### src/rtl/instruction_fetch_unit_if.sv
// Fetch-side bus bundle: instruction-memory address/data plus the decode valid/ready handshake.
// The master modport is the fetch unit; the slave modport is the memory/decode side.
interface instruction_fetch_unit_if;
    logic [15:0] imem_addr;
    logic [15:0] imem_data;
    logic        out_valid;
    logic        out_ready;
    logic [15:0] instr;
    logic [15:0] out_pc;

    modport master (
        output imem_addr,
        input  imem_data,
        output out_valid,
        input  out_ready,
        output instr,
        output out_pc
    );

    modport slave (
        input  imem_addr,
        output imem_data,
        input  out_valid,
        output out_ready,
        input  instr,
        input  out_pc
    );
endinterface

### src/rtl/instruction_fetch_unit.sv
// Instruction fetch unit: owns the PC, samples imem_data into a one-entry buffer offered to decode.
// Optional halt detection is enabled by defining HALT_DETECT_EN.
module instruction_fetch_unit #(
    parameter logic [15:0] RESET_PC  = 16'h0000,
    parameter logic [15:0] HALT_WORD = 16'hE071
) (
    input  logic                            clk,
    input  logic                            rst_n,
    input  logic                            fetch_en,
    input  logic                            redirect_valid,
    input  logic [15:0]                     redirect_pc,
    output logic                            halted,
    instruction_fetch_unit_if.master        bus
);

`ifdef HALT_DETECT_EN
    typedef enum logic [1:0] {FETCH, HOLD, HALTED} state_t;
`else
    typedef enum logic [1:0] {FETCH, HOLD} state_t;
`endif

    state_t      state;
    logic [15:0] pc;
    logic        vld_p0;
    logic [15:0] instr_p0;
    logic [15:0] opc_p0;
    logic        halted_q;
    logic        load;
    logic        is_halt;
    logic        can_advance;

    // A load refills the buffer when it is empty or being drained this edge.
    assign load = fetch_en && can_advance && (!vld_p0 || bus.out_ready);

`ifdef HALT_DETECT_EN
    assign can_advance = (state != HALTED);
    assign is_halt     = (bus.imem_data == HALT_WORD);
`else
    logic [15:0] halt_word_unused;
    assign halt_word_unused = HALT_WORD;
    assign can_advance      = 1'b1;
    assign is_halt          = 1'b0;
`endif

    // Fetch stage -> output buffer (p0)
    always_ff @(posedge clk) begin
        if (!rst_n) begin
            pc       <= RESET_PC;
            vld_p0   <= 1'b0;
            instr_p0 <= 16'h0000;
            opc_p0   <= 16'h0000;
            halted_q <= 1'b0;
            state    <= FETCH;
        end else if (redirect_valid) begin
            pc       <= redirect_pc;
            vld_p0   <= 1'b0;
            halted_q <= 1'b0;
            state    <= FETCH;
        end else if (load) begin
            instr_p0 <= bus.imem_data;
            opc_p0   <= pc;
            vld_p0   <= 1'b1;
            pc       <= pc + 16'd1;
`ifdef HALT_DETECT_EN
            if (is_halt) begin
                halted_q <= 1'b1;
                state    <= HALTED;
            end else begin
                state    <= FETCH;
            end
`else
            state    <= FETCH;
`endif
        end else begin
            if (vld_p0 && bus.out_ready) begin
                vld_p0 <= 1'b0;
            end
            if (can_advance) begin
                state <= (vld_p0 && !bus.out_ready) ? HOLD : FETCH;
            end
        end
    end

    assign bus.imem_addr = pc;
    assign bus.out_valid = vld_p0;
    assign bus.instr     = instr_p0;
    assign bus.out_pc    = opc_p0;

`ifdef HALT_DETECT_EN
    assign halted = halted_q;
`else
    logic halt_state_unused;
    assign halt_state_unused = halted_q ^ is_halt ^ (state == HOLD);
    assign halted = 1'b0;
`endif

endmodule

### src/flat_wrapper.sv
// flat-port wrapper written by rule: the top's interface ports become plain ports
module instruction_fetch_unit_flat 
#(
    parameter logic [15:0] RESET_PC  = 16'h0000,
    parameter logic [15:0] HALT_WORD = 16'hE071
)
  (clk, rst_n, fetch_en, redirect_valid, redirect_pc, halted, bus_imem_addr, bus_imem_data, bus_out_valid, bus_out_ready, bus_instr, bus_out_pc);
  instruction_fetch_unit_if bus_i ();
  input  logic clk;
  input  logic rst_n;
  input  logic fetch_en;
  input  logic redirect_valid;
  input  logic [15:0] redirect_pc;
  output logic halted;
  output wire logic [$bits(bus_i.imem_addr)-1:0] bus_imem_addr;
  input wire logic [$bits(bus_i.imem_data)-1:0] bus_imem_data;
  output wire logic [$bits(bus_i.out_valid)-1:0] bus_out_valid;
  input wire logic [$bits(bus_i.out_ready)-1:0] bus_out_ready;
  output wire logic [$bits(bus_i.instr)-1:0] bus_instr;
  output wire logic [$bits(bus_i.out_pc)-1:0] bus_out_pc;
  assign bus_imem_addr = bus_i.imem_addr;
  assign bus_i.imem_data = bus_imem_data;
  assign bus_out_valid = bus_i.out_valid;
  assign bus_i.out_ready = bus_out_ready;
  assign bus_instr = bus_i.instr;
  assign bus_out_pc = bus_i.out_pc;
  instruction_fetch_unit #(.RESET_PC(RESET_PC), .HALT_WORD(HALT_WORD)) u_core (.clk(clk), .rst_n(rst_n), .fetch_en(fetch_en), .redirect_valid(redirect_valid), .redirect_pc(redirect_pc), .halted(halted), .bus(bus_i));
endmodule
### config.mk
export PLATFORM = sky130hd
export DESIGN_NAME = instruction_fetch_unit_flat
export DESIGN_NICKNAME = d
export VERILOG_FILES = /design/src/rtl/instruction_fetch_unit_if.sv /design/src/rtl/instruction_fetch_unit.sv /design/src/flat_wrapper.sv
export SDC_FILE = /design/constraint.sdc
export NUM_CORES = 1
export LEC_CHECK = 0
export ABC_CLOCK_PERIOD_IN_PS = 4500
export BUFFER_PORTS_ARGS = -buffer_cell sky130_fd_sc_hd__buf_4
export CAP_MARGIN = 5
export CORE_ASPECT_RATIO = 0.5
export CORE_UTILIZATION = 45
export CTS_CLUSTER_SIZE = 30
export DETAILED_ROUTE_END_ITERATION = 8
export PLACE_DENSITY_LB_ADDON = 0.2
export SYNTH_ARGS = -nofsm -noshare
export SYNTH_HDL_FRONTEND = slang
export SYNTH_SLANG_ARGS = --single-unit
### constraint.sdc
create_clock -name clk -period 4.5 [get_ports clk]
set_clock_uncertainty 0.05 [all_clocks]
set_input_delay 0.45 -clock clk [delete_from_list [all_inputs] [get_ports clk]]
set_output_delay 0.45 -clock clk [all_outputs]
set_load 0.005 [all_outputs]
==> key figures <==
Clock network
  – PostCTS Resize Cnt: 0
  – Sink Count: 49
  – Clock Tree Buf Depth: 2
  – Hold buffers post-CTS: 0
  – Skew-Pair Late Insertion Delay: 300 ps
  – Setup bufs post-CTS: 0
  – # H-tree levels: 2
  – Root buffer cell: clkbuf_8
  – Cts bufs inserted: 5
  – CTS tree: done
  – CTS clk-pin slew, worst paths: 90 ps

Detailed routing
  – Residual DRC: 0
  – Post-DRT Antenna Nets: 0
  – Wire per inst: 13.60 µm
  – Via density: 5.276
  – Drt total wl: 5.278 mm
  – Detailed Route Iter0 Violations: 146
  – First drt pass iteration count: 4
  – Vias: 2047

Logic synthesis
  – Post-synthesis sequential area ratio: 46.50%
  – Main synth FF type: dfxtp_1
  – Synth top area share: 46.50%
  – Commonest cells post-synth: nand2_1 (68), dfxtp_1 (49), a21boi_0 (34)
  – Synth cell types: 36
  – Syn. warnings: 0
  – Leading area contributor after synthesis: dfxtp_1
  – Top-count cell post-synth: nand2_1
  – Mapped Area: 0.002110 mm²
  – Synth top area cells: dfxtp_1 (47%), a21boi_0 (12%), nand2_1 (12%), o21ai_0 (3.3%), clkbuf_1 (2.5%)
  – Post-synth EDFFs: 0
  – Post-synthesis register bit count: 49
  – Post-Syn Instances: 253
  – Async set-reset flop share out of synthesis: 0%
  – Syn Nets: 291
  – Syn Area/Cell: 8.338 µm²

STA
  – Worst Max-Slew Pin Slew: 1203 ps
  – Final hold viol count: 0
  – Final setup margin: 2072 ps
  – Unrepaired setup endpoints after global routing: false
  – Final Max Tran Viols: 0
  – Fin crit period: 2428 ps
  – Final setup fails: 0
  – Peak Freq: 0.4118 GHz
  – Slew margin rel.: 19.60%
  – Period utilization: 53.97%
  – Post-route worst hold slack: 322.7 ps
  – Final TNS setup: 0 ps

Placement
  – Post-detail-place hpwl: 3.723 mm
  – DP Worst Slack: 1786 ps
  – GPL Wtd Cong: 0.8586
  – # placed instances: 380
  – Port Buf Inserts: 85

Cells and area
  – Non-Filler Instances: 388
  – Final #Nets: 368
  – Sequential cell area: 980.9 µm²
  – Ant. Diodes: 0
  – Share of cells above drive strength 1: 29.61%
  – # fillers: 402
  – Multi-input combinational cell area: 0.001054 mm²
  – Area delta synth->final: 37.49%
  – Fin util: 65.24%

Pwr
  – Power Density: 332.4 mW/mm²
  – Maximum vdd drop: 0.1905 mV
  – P_leak: 0.001231 µW

Critical path
  – Critical path's slowest cell: nand3_1
  – Worst setup EP type: register
  – R2R cell count: 4
  – Worst Path Arrival: 2550 ps
  – Critical Path Start: redirect_valid
  – Worst path required time: 4630 ps
  – Crit path launch type: input port
  – Critical R2R Capture: u_core.bus.instr[3]$_SDFFE_PN0P_
  – Worst stage delay on the critical path: 990 ps
  – Worst setup endpoint: u_core.bus.instr[3]$_SDFFE_PN0P_
  – CP max FO: 32
  – CP Cell Sequence: buf_4 -> inv_1 -> nand3_1 -> nand2_1 -> a21boi_0
  – Reg2reg start: u_core.bus.out_valid$_SDFFE_PP0P_
  – Reg2reg setup slack: 2410 ps
  – CP Class: input port to register

Global route
  – Largest net degree at the start of global routing: 50
  – Vias in the first global route: 1759
  – First-pass GRT wire length: 8.404 mm
  – Total global-route track usage: 21.84%
  – Gr ovfl total: 0
  – Initial antenna violation count: 0

Floorplan
  – Die Ht: 50.42 µm
  – Starting Density: 47.45%
  – I/O pin count: 87
  – Num rows: 17
  – Total die area: 0.004982 mm²
  – Core Region: 0.004446 mm²
  – Die W: 98.83 µm

Min path
  – HP Class: input port to register

Run status
  – Status: finished, final reports clean

Job
  – Max Cap Viol: 0
==> cell type report <==
type                       count  share of cell area [%]
multi-input combinational    184                   36.32
sequential                    49                   33.82
timing repair buffer          86                   22.26
tap                           57                   2.459
clock buffer                   5                   2.373
clock inverter                 3                   2.243
inverter                       4                  0.5177
==> metrics by stage <==
| step | total power, µW | instance area [µm²] |
|---|---|---|
| final | 964.1 | 2900 |
| after global routing | 1013 | 2900 |
| after CTS | 973.3 | 2900 |
| after detailed placement | 610.9 | 2766 |
| after global placement | 606.7 | 2766 |
| after floorplan | 538.9 | 2110 |
==> power by group <==
group	switching (µW)	internal [µW]	total (µW)	leakage [µW]
Sequential	23.5	455	479	0.000402
Combinational	52.3	69.4	122	0.000761
Clock	143	221	364	0.0000681
Total	219	745	964	0.00123
==> cells in the final DEF, fill, tap and decap left out, types with 2 or more instances in the layout <==
cell and count:
xnor2_1 4, or3_1 3, nand3_1 4, o21ai_0 14, and3_1 2, o211a_1 3
a31oi_1 4, nand2b_1 5, nor2_1 3, nor4_1 4, bufinv_16 2, clkbuf_8 5
inv_1 4, o311a_1 3, nand2_1 68, dfxtp_1 49, xor2_1 2, and4_1 3
a21boi_0 34, nand4_1 5, a21oi_1 6, nor3b_1 2, buf_4 86, nor3_1 2
==> cells by family after synthesis <==
kind of cell               Yosys count  share of synthesized area [%]
other                                1                         0.1778
xor gates and xnor gates             6                          2.491
adders and majority gates            1                         0.5930
and+or+nand+nor                    108                          23.96
AOI/OAI and AO/OA                   68                          22.48
DFF                                 49                          46.50
buffers and inverters               20                          3.796
==> layer usage <==
layer	part of all wire, %	up-vias	wire [µm]	track usage, %
met5	0	-	0	0
met3	6.1	7	322	6.128
met2	45	65	2391	35.31
li1	-	1030	-	-
met1	47	945	2503	28.47
met4	1.2	0	61	6.965
==> worst max-delay path, delay by kind of cell <==
kind	cells	cell delay (ps)
AOI/OAI and AO/OA	1	130
buffers and inverters	2	620
and+or+nand+nor	2	1330
==> how the worst min path moves through the flow <==
stage,start,to,slack [ps],depth (start not counted)
global route,redirect_pc[1],u_core.bus.imem_addr[1]$_SDFFE_PN0P_,310,2
finish,redirect_pc[1],u_core.bus.imem_addr[1]$_SDFFE_PN0P_,320,2
detailed placement,u_core.bus.out_pc[15]$_SDFFE_PN0P_,u_core.bus.out_pc[15]$_SDFFE_PN0P_,410,2
CTS,redirect_pc[1],u_core.bus.imem_addr[1]$_SDFFE_PN0P_,320,2
floorplan,u_core.bus.instr[0]$_SDFFE_PN0P_,u_core.bus.instr[0]$_SDFFE_PN0P_,410,2
global placement,u_core.bus.instr[5]$_SDFFE_PN0P_,u_core.bus.instr[5]$_SDFFE_PN0P_,400,2
==> sequential cells by signal, summed over array words and instances (netlist names) <==
name,cells
u_core.bus.imem_addr,16
u_core.bus.instr,16
u_core.bus.out_pc,16
u_core.bus.out_valid,1
Power figures use the tool's default switching activity.
